## config.mk

```make
export PLATFORM = sky130hd
export DESIGN_NAME = stopwatch_display_scan
export DESIGN_NICKNAME = d
export VERILOG_FILES = /design/src/rtl/stopwatch_display_scan.sv
export SDC_FILE = /design/constraint.sdc
export NUM_CORES = 1
export LEC_CHECK = 0
export BUFFER_PORTS_ARGS = -buffer_cell sky130_fd_sc_hd__buf_4
export CORE_MARGIN = 3
export CORE_UTILIZATION = 30
export DETAILED_ROUTE_END_ITERATION = 10
export PLACE_DENSITY_LB_ADDON = 0.1
export SETUP_SLACK_MARGIN = 0.02
export SLEW_MARGIN = 20
export SYNTH_ARGS = -nofsm -noshare
export SYNTH_HDL_FRONTEND = slang
export SYNTH_SLANG_ARGS = --single-unit
```

## constraint.sdc

```tcl
create_clock -name clk_in -period 3.47 [get_ports clk_in]
set_input_delay 0.5205 -clock clk_in [delete_from_list [all_inputs] [get_ports clk_in]]
set_output_delay 0.5205 -clock clk_in [all_outputs]
set_load 0.1 [all_outputs]
```

## src/rtl/stopwatch_display_scan.sv

```systemverilog
// rtl/stopwatch_display_scan.sv - 4-digit multiplexed seven-segment scanner with per-frame digit snapshot
// Optional feature macro: LEADING_ZERO_BLANK_EN (blank leading zeros on digits 3..1)
module stopwatch_display_scan #(
   parameter int REFRESH_DIV = 100000,
   parameter bit ACTIVE_LOW  = 1'b1
) (
   input  logic       clk_in,
   input  logic       reset,
   input  logic [3:0] digit0,
   input  logic [3:0] digit1,
   input  logic [3:0] digit2,
   input  logic [3:0] digit3,
   input  logic [3:0] dp_mask,
   output logic [3:0] an,
   output logic [6:0] seg,
   output logic       dp
);

   localparam int CW = $clog2(REFRESH_DIV);
   localparam logic [CW-1:0] CNT_LAST = CW'(REFRESH_DIV - 1);

   logic [CW-1:0] r_cnt;
   logic [1:0]    r_sel;
   logic          r_primed;
   logic [15:0]   r_snap_digits;
   logic [3:0]    r_snap_blank;
   logic [3:0]    r_snap_dp;
   logic [3:0]    r_an;
   logic [6:0]    r_seg;
   logic          r_dp;

   logic          w_wrap;
   logic          w_capture;
   logic [1:0]    w_sel_next;
   logic [15:0]   w_digits_in;
   logic [3:0]    w_blank_in;
   logic [15:0]   w_snap_digits;
   logic [3:0]    w_snap_blank;
   logic [3:0]    w_snap_dp;
   logic [3:0]    w_cur_digit;
   logic          w_cur_blank;
   logic          w_cur_dp;
   logic [6:0]    w_pattern;
   logic [3:0]    w_onehot;

   assign w_digits_in = {digit3, digit2, digit1, digit0};

`ifdef LEADING_ZERO_BLANK_EN
   logic w_blank3;
   logic w_blank2;
   logic w_blank1;
   assign w_blank3   = (digit3 == 4'd0);
   assign w_blank2   = w_blank3 && (digit2 == 4'd0);
   assign w_blank1   = w_blank2 && (digit1 == 4'd0);
   assign w_blank_in = {w_blank3, w_blank2, w_blank1, 1'b0};
`else
   assign w_blank_in = 4'b0000;
`endif

   assign w_wrap     = (r_cnt == CNT_LAST);
   assign w_capture  = !r_primed || (w_wrap && (r_sel == 2'd3));
   assign w_sel_next = w_wrap ? r_sel + 2'd1 : r_sel;

   // Decode reads the post-edge snapshot so fresh data and the new digit appear on the same edge
   assign w_snap_digits = w_capture ? w_digits_in : r_snap_digits;
   assign w_snap_blank  = w_capture ? w_blank_in  : r_snap_blank;
   assign w_snap_dp     = w_capture ? dp_mask     : r_snap_dp;

   assign w_cur_digit = w_snap_digits[{w_sel_next, 2'b00} +: 4];
   assign w_cur_blank = w_snap_blank[w_sel_next];
   assign w_cur_dp    = w_snap_dp[w_sel_next];
   assign w_onehot    = 4'b0001 << w_sel_next;

   always_comb begin
      w_pattern = 7'b1000000;
      case (w_cur_digit)
         4'd0:    w_pattern = 7'b0111111;
         4'd1:    w_pattern = 7'b0000110;
         4'd2:    w_pattern = 7'b1011011;
         4'd3:    w_pattern = 7'b1001111;
         4'd4:    w_pattern = 7'b1100110;
         4'd5:    w_pattern = 7'b1101101;
         4'd6:    w_pattern = 7'b1111101;
         4'd7:    w_pattern = 7'b0000111;
         4'd8:    w_pattern = 7'b1111111;
         4'd9:    w_pattern = 7'b1101111;
         default: w_pattern = 7'b1000000;
      endcase
      if (w_cur_blank) begin
         w_pattern = 7'b0000000;
      end
   end

   always_ff @(posedge clk_in or posedge reset) begin
      if (reset) begin
         r_cnt         <= '0;
         r_sel         <= 2'd0;
         r_primed      <= 1'b0;
         r_snap_digits <= 16'h0000;
         r_snap_blank  <= 4'b0000;
         r_snap_dp     <= 4'b0000;
         r_an          <= {4{ACTIVE_LOW}};
         r_seg         <= {7{ACTIVE_LOW}};
         r_dp          <= ACTIVE_LOW;
      end else begin
         r_cnt    <= w_wrap ? '0 : r_cnt + CW'(1);
         r_sel    <= w_sel_next;
         r_primed <= 1'b1;
         if (w_capture) begin
            r_snap_digits <= w_digits_in;
            r_snap_blank  <= w_blank_in;
            r_snap_dp     <= dp_mask;
         end
         r_an  <= w_onehot ^ {4{ACTIVE_LOW}};
         r_seg <= w_pattern ^ {7{ACTIVE_LOW}};
         r_dp  <= w_cur_dp ^ ACTIVE_LOW;
      end
   end

   assign an  = r_an;
   assign seg = r_seg;
   assign dp  = r_dp;

endmodule

```

# Yosys cells after proc, flatten, opt, wreduce, memory -nomap -nowiden
# Memories as Yosys holds them, arrays and structs flattened.
# Cells that the tools add are included.
totals:
  ff_bits: 56
  mem_bits_ro: 112
  input_bits: 22
  wordCells: 33
  memories: 1
memory_table:
  columns: ["name", "words", "width", "read_ports", "rd_clocked_by_memory_dff", "wr", "line", "source"]
  rows:
  - ["(no name shown)", 16, 7, 1, 0, 0, "76", "case (w_cur_digit)"]
op_classes:
  n_addsub: 2
  n_lt_le_gt_ge: 1
  n_eq_ne: 2
  shifts: 2
  n_mux: 10
  bitwise_logic: 3
  n_reduce_logical: 3
op_table:
  columns: ["cell", "count"]
  rows:
  - ["17-bit by 1-bit adder with 17-bit output (second input constant)", 1]
  - ["17-bit == test (second input constant)", 1]
  - ["17-bit two-way mux", 1]
  - ["16-bit two-way mux", 1]
  - ["16-bit by 5-bit variable part select with 4-bit output", 1]
  - ["4-bit two-way mux", 2]
  - ["7-bit two-way mux", 1]
  - ["7-bit NOT", 1]
  - ["1-bit binary-select mux with 2-bit select", 2]
  - ["4-bit NOT", 1]
  - ["1-bit by 2-bit left shift with 4-bit output (first input constant)", 1]
  - ["2-bit by 3-bit < comparator with 1-bit output (second input constant)", 1]
  - ["2-bit by 1-bit adder with 2-bit output (second input constant)", 1]
  - ["2-bit == test (second input constant)", 1]
  - ["1-bit two-way mux", 2]
  - ["2-bit two-way mux", 1]
  - ["1-bit logical AND", 1]
  - ["1-bit logical NOT", 1]
  - ["1-bit logical OR", 1]
  - ["1-bit NOT", 1]

# Longest topological paths before layout
# Gate-level depths: netlist of run 1.
depth:
  ltp_word: 8
  ltp_mapped: 14
  depth_no_buf: 13

# Worst setup path after synthesis of run 1
# No wires, ideal clock.
synth_timing:
  kind: "register to register"
  start: "register r_cnt[0]"
  end: "register r_seg[6] (netlist: seg[6])"
  t_arrival_ns: 2.915
  required_time_ns: 3.378
  setup_slack_ns: 0.463
  path_stages_with_launch: 13
  path_buffers: 1
  cell_sequence: "dfrtp_1 -> ha_1 -> and4_1 -> nand4_1 -> o21ai_2 -> buf_6 -> mux2_2 -> mux2_2 -> mux2i_1 -> inv_1 -> ha_1 -> o21ai_0 -> o21ai_0"
synth_between:
  elab_chain_cells: 8
synth_rtl:
  columns: ["item", "line", "source"]
  rows:
  - ["from (decl)", "22", "logic [CW-1:0] r_cnt;"]
  - ["from (signal assigned)", "106", "r_cnt <= w_wrap ? '0 : r_cnt + CW'(1);"]
  - ["17-bit == test", "60", "assign w_wrap = (r_cnt == CNT_LAST);"]
  - ["1-bit logical AND", "61", "assign w_capture = !r_primed || (w_wrap && (r_sel == 2'd3));"]
  - ["1-bit logical OR", "61", null]
  - ["16-bit two-way mux", null, null]
  - ["named net w_snap_digits[9]", "37", "logic [15:0] w_snap_digits;"]
  - ["16-bit by 5-bit variable part select with 4-bit output", "69", "assign w_cur_digit = w_snap_digits[{w_sel_next, 2'b00} +: 4];"]
  - ["memory read 16 x 7 bit", null, null]
  - ["7-bit two-way mux", "89", "if (w_cur_blank) begin"]
  - ["7-bit NOT (no source line)", null, null]
  - ["to (signal assigned)", "103", "r_seg <= {7{ACTIVE_LOW}};"]
  - ["to (signal assigned)", "115", "r_seg <= w_pattern ^ {7{ACTIVE_LOW}};"]
  - ["to (decl)", "29", "logic [6:0] r_seg;"]
# The timed path passes the listed nets, and every way through them passes these cells. The select of a mux whose other input is x is not followed.

# Worst setup path in the final report of run 1
# Same ends and word-level chain as after synthesis.

==> impl_metrics.json, run 1 <==
{
  "critPathRequiredTime_ps": 3690,
  "synth_edf_count": 0,
  "critPathBufInv": 1,
  "routed_wl_um": 5050,
  "grt_pass1_wl_um": 8580,
  "gp_congestion": 0.715,
  "grt_max_degree": 34,
  "maxSlewHeadroom": 0.550,
  "tightest_slew_ps": 673,
  "grt.overflow.total": 0,
  "cpPeakStageDelay_ps": 400,
  "cp.arrival_ps": 3470,
  "clkLatencyLatePin_ps": 300,
  "die-area_mm2": 0.00983,
  "fin_skew_ps": 5.85,
  "cts_buffer_depth": 2,
  "netlist_instances": 202,
  "via_per_inst": 4.51,
  "drc_errors": 0,
  "synth.area.mux_share": 0.155,
  "cap_violations": 0,
  "die_w_um": 99.2,
  "cts_hold_buffers": 0,
  "yosysMostFrequentCell": "dfrtp_1",
  "syn2layout_area_growth_pct": 19.0,
  "antenna_found_initial": 0,
  "root_buffer": "clkbuf_8",
  "hpwl_um": 3750,
  "cp-end-kind": "register",
  "ys_ff_latch": 56,
  "cts_tree": "yes",
  "synth_fp_nets": 231,
  "yosysWarnings": 0,
  "synth.distinct_cells": 41,
  "synth_compound_area_frac": 0.0548,
  "path_class": "register to register",
  "finalNetCount": 275,
  "use_met3": 0.0259,
  "rsz0062_at_grt": "true",
  "drtAntennaViolNets": 0,
  "fin_hold_ws_ps": 313,
  "holdCritPathClass": "input pin to async pin",
  "finalPower_mw": 1.35,
  "clk_pin_slew_ps": 90,
  "synthTopCellsByCount": "dfrtp_1, mux2_2, nor2_1",
  "grt_pass1_vias": 1745,
  "cpMaxStageDelayCell": "dfrtp_1",
  "wl_per_cell_um": 14.4,
  "die_h_um": 99.2,
  "fin_crit_ps": 3250,
  "drive_gt1_frac": 0.377,
  "leakage_nw": 1.39,
  "use_met1": 0.134,
  "drtIter0Drc": 51,
  "p_per_area_mw_per_mm2": 435,
  "setup-tns-final_ps": 0,
  "cp_cell_sequence": "ha_1, and4_1, nand4_1, o21ai_4, mux2_2, mux2_2, mux2i_2, inv_1, ha_1, o21ai_0, o21ai_0",
  "setup_viol": 0,
  "core_area_mm2": 0.00834,
  "synthArstFlopShare": 1.00,
  "slew_viol_final": 0,
  "port_buffers": 33,
  "vias": 1586,
  "synth_top_family_by_area": "multiplexers",
  "cts_buffers": 5,
  "yosysTopAreaCell": "dfrtp_1",
  "grt-busiest-layer": "met2",
  "startpoint_type": "register",
  "hold_viol_final": 0,
  "critPathMaxFanout": 6,
  "critPathTopFamily": "multiplexers",
  "ys_top_cells_by_area": "dfrtp_1, dfstp_2, mux2_2",
  "synth-simple-area-share": 0.120,
  "seq_area_frac_synth": 0.544,
  "dr.pass1.iters": 4,
  "n_antenna_cell": 0,
  "synthAdderAreaFrac": 0.0336,
  "synth_ff_type": "dfrtp_1",
  "final_util": 0.371,
  "status": "completed",
  "cts.htree.levels": 2,
  "io_pins": 34,
  "grtUsageTotal": 0.110,
  "synth_top_area_frac": 0.423,
  "finalCritPeriodShare": 0.936,
  "max_freq_mhz": 308,
  "ir_drop_mv": 0.141,
  "grt_use_met2": 0.194,
  "synth_area_mm2": 0.00260,
  "cts_sinks": 56,
  "start_util": 0.312,
  "row_count": 33,
  "synth.avg_cell_area_um2": 12.9,
  "synth_xor_area_frac": 0.0577
}
cell type report:
type / count / area [µm²]
Tap cell: 105 / 131
Fill cell: 836 / 5240
Inverter: 13 / 48.8
Multi-Input combinational cell: 130 / 1110
Timing Repair Buffer: 40 / 300
Clock buffer: 8 / 90.1
Sequential cell: 56 / 1420
path summary, 6_finish.rpt:
kind	from	end	slack, ps	cells after the start
worst max-delay path	r_cnt[0]$_DFF_PP0_	seg[6]$_DFF_PP1_	220	11
worst min-delay path	reset	r_snap_dp[0]$_DFF_PP0_	310	2
worst max register to register	r_cnt[0]$_DFF_PP0_	seg[6]$_DFF_PP1_	220	11
worst min register to register	r_snap_digits[7]$_DFF_PP0_	r_snap_digits[7]$_DFF_PP0_	490	2
max in group asynchronous	reset	seg[6]$_DFF_PP1_	2190	4
min in group clk_in	digit2[3]	r_snap_digits[11]$_DFF_PP0_	440	3
where the power goes:
part / leakage [nW] / internal, mW / total (mW) / switching [mW]
Sequential: 0.678 / 0.701 / 0.712 / 0.0116
Combinational: 0.670 / 0.0862 / 0.271 / 0.185
Clock: 0.0455 / 0.163 / 0.365 / 0.201
through the flow:
step	setup WS [ps]	std cells	cell area, µm²
6_report	223	352	3100
5_1_grt	11.3	352	3100
4_1_cts	119	350	3070
3_5_place_dp	138	342	2980
3_3_place_gp	251	342	2980
2_1_floorplan	463	202	2600
what timing repair did:
action	CTS	global route
buffers inserted	0	2
resized for setup	0	2
setup endpoints to repair	0	4
sequential cells by signal, indices dropped and copies added (netlist names):
| name | flops |
|---|---|
| r_primed | 1 |
| r_snap_digits | 16 |
| r_cnt | 17 |
| seg | 7 |
| dp | 1 |
| r_sel | 2 |
| r_snap_dp | 4 |
| an | 4 |
| r_snap_blank | 4 |
layout by cell type (no fill, tap or decap), types with 2 or more instances in the layout:
| cell type | synthesis | final |
|---|---|---|
| and3_1 | 5 | 5 |
| and4_1 | 2 | 2 |
| buf_4 | 1 | 40 |
| clkbuf_1 | 0 | 2 |
| clkbuf_8 | 0 | 6 |
| dfrtp_1 | 44 | 44 |
| dfstp_2 | 12 | 12 |
| ha_1 | 7 | 7 |
| inv_1 | 11 | 10 |
| inv_2 | 1 | 2 |
| mux2_2 | 20 | 20 |
| mux2i_1 | 11 | 10 |
| mux4_2 | 2 | 2 |
| nand2_1 | 10 | 10 |
| nand3_1 | 9 | 9 |
| nand4_1 | 4 | 4 |
| nor2_1 | 17 | 17 |
| o211ai_1 | 5 | 5 |
| o21ai_0 | 3 | 3 |
| o21ai_4 | 1 | 2 |
| o22ai_1 | 2 | 2 |
| or3_1 | 2 | 2 |
| xnor2_1 | 8 | 8 |
| xor2_1 | 6 | 6 |
worst register-to-register path: cells and delay by family, from the launching register on:
kind	cells	cell delay [ps]
adders and majority gates	2	410
buffers and inverters	1	160
and+or+nand+nor	2	600
muxes	3	930
AOI/OAI and AO/OA	3	670
DFF	1	400
layer usage:
| layer | vias to the layer above | part of all wire |
|---|---|---|
| li1 | 787 | - |
| met1 | 771 | 0.43 |
| met2 | 24 | 0.52 |
| met3 | 4 | 0.035 |
| met4 | 0 | 0.0077 |
| met5 | - | 0 |
kinds of logic after synthesis:
group           count (synthesis)
compound gates                 17
xor+xnor                       15
fa+ha+maj                       7
buf+inv                        16
flops                          56
mux                            34
other cells                     1
simple gates                   56
Power figures use the tool's default switching activity.
==> inputs of run 2 (changes only) <==
Clock period 3.47 ns to 4 ns, I/O delays scaled along.
==> impl_metrics.json, run 2 (synthesis results as in run 1) <==
{
  "cts_resized": 0,
  "fillers": 831,
  "regMostFlops": "r_cnt",
  "io_pins": 34,
  "leakage_nw": 1.38,
  "finalCritPeriodShare": 0.857,
  "seqCellArea_mm2": 0.00142,
  "n_antenna_cell": 0,
  "p_clk_frac": 0.273,
  "drtAntennaViolNets": 0,
  "swShare": 0.297,
  "port_buffers": 33,
  "r2r-end": "seg[3]$_DFF_PP1_",
  "rsz0062_at_grt": "false",
  "drive_gt1_frac": 0.366,
  "tightest_slew_ps": 776,
  "cp_cell_sequence": "ha_1, and4_1, nand4_1, mux2i_4, clkinv_1, nand2_1, o22ai_1, nor2_1, inv_1, ha_1, inv_1, mux2i_1, o211ai_1",
  "die_h_um": 99.2,
  "die_w_um": 99.2,
  "drc_errors": 0,
  "wl_per_cell_um": 14.5,
  "die-area_mm2": 0.00983,
  "grt_max_degree": 37,
  "fin_skew_ps": 13.6,
  "via_per_inst": 4.52,
  "status": "completed",
  "grt_pass1_vias": 1729,
  "crit_start": "r_cnt[0]$_DFF_PP0_",
  "setup_viol": 0,
  "critPathRequiredTime_ps": 4210,
  "cpPeakStageDelay_ps": 420,
  "slew_viol_final": 0,
  "cts_hold_buffers": 0,
  "reg2reg_slack_ps": 570,
  "grtUsageTotal": 0.110,
  "critPathMaxFanout": 8,
  "cp-end-kind": "register",
  "fin_hold_ws_ps": 440,
  "grt.overflow.total": 0,
  "combPwrFrac": 0.200,
  "grt_pass1_wl_um": 8580,
  "maxSlewHeadroom": 0.482,
  "routed_wl_um": 5040,
  "cpMaxStageDelayCell": "clkinv_1",
  "startpoint_type": "register",
  "finalNetCount": 271,
  "antenna_found_initial": 0,
  "p_int_mw": 0.823,
  "path_class": "register to register",
  "cts.htree.levels": 2,
  "cts_buffer_depth": 2,
  "syn2layout_area_growth_pct": 17.5,
  "root_buffer": "clkbuf_8",
  "setup-tns-final_ps": 0,
  "final_cell_mix": "dfrtp_1, buf_4, mux2_2",
  "multi_input_area_mm2": 0.00110,
  "hpwl_um": 3620,
  "holdCritPathClass": "input pin to async pin",
  "core_area_mm2": 0.00834,
  "vias": 1572,
  "clkLatencyLatePin_ps": 300,
  "cap_violations": 0,
  "power_switching_mw": 0.348,
  "ir_drop_mv": 0.148,
  "cts_buffers": 5,
  "clk_pin_slew_ps": 100,
  "postCtsSetupRepairBufs": 0,
  "cts_sinks": 56,
  "p_seq_frac": 0.528,
  "hold_viol_final": 0,
  "fin_crit_ps": 3430,
  "cp.arrival_ps": 3640,
  "worst_r2r_path_depth": 13,
  "r2r-start": "r_cnt[0]$_DFF_PP0_",
  "gp_congestion": 0.769,
  "max_freq_mhz": 292,
  "p_per_area_mw_per_mm2": 383,
  "dr.pass1.iters": 4,
  "row_count": 33,
  "cts_tree": "yes",
  "largest_reg_flops": 17,
  "layout_commonest_cell": "dfrtp_1",
  "drtIter0Drc": 38,
  "start_util": 0.312
}
[run 2: cell count changes in the layout (fill, tap and decap cells not counted), sizes merged]
cell,change
clkbuf,-1
clkinvlp,+1
buf,-4
[run 2: worst max-delay path: cells and delay by family (launching register included)]
kind / cells / cell delay, ps
muxes: 2 / 470
AOI/OAI and AO/OA: 2 / 290
buffers and inverters: 3 / 640
and+or+nand+nor: 4 / 1020
adders and majority gates: 2 / 520
DFF: 1 / 400
[run 2: how the worst max path moves through the flow]
stage,endpoint,cells after the start,slack (ps)
after floorplan,seg[6]$_DFF_PP1_,12,990
after global placement,seg[3]$_DFF_PP1_,13,550
after detailed placement,seg[3]$_DFF_PP1_,13,530
after CTS,seg[3]$_DFF_PP1_,13,510
after global routing,seg[3]$_DFF_PP1_,13,220
final,seg[3]$_DFF_PP1_,13,570
[run 2: layout make-up]
type                    count  area share
well taps                 105      0.0429
clock inverters             1     0.00245
flip-flops and latches     56       0.463
inverters                  13      0.0159
repair buffers             36      0.0883
multi-input cells         130       0.359
clock buffers               7      0.0282
[run 2: metrics by stage]
stage                     setup slack, ps  std cells  power, mW  instance area (µm²)   util
final                                 572        348       1.17                 3060  0.367
after global routing                  221        348       1.24                 3060  0.367
after CTS                             513        348       1.20                 3060  0.367
after detailed placement              534        340      0.867                 2970  0.356
after global placement                555        340      0.868                 2970  0.356
after floorplan                       993        202      0.810                 2600      -
[run 2: routing by layer]
metal / wire, µm / GRT usage / vias to the layer above
li1: - / - / 779
met1: 2390 / 0.141 / 771
met2: 2470 / 0.186 / 18
met3: 132 / 0.0245 / 4
met4: 44 / 0.0315 / 0
met5: 0 / 0 / -
[run 2: power by group through the flow]
stage / sequential [mW] / clock (mW) / combinational [mW]
2_1_floorplan: 0.726 / 0 / 0.0837
3_3_place_gp: 0.629 / 0 / 0.238
3_5_place_dp: 0.629 / 0 / 0.238
4_1_cts: 0.619 / 0.339 / 0.239
5_1_grt: 0.622 / 0.362 / 0.251
6_report: 0.618 / 0.319 / 0.234
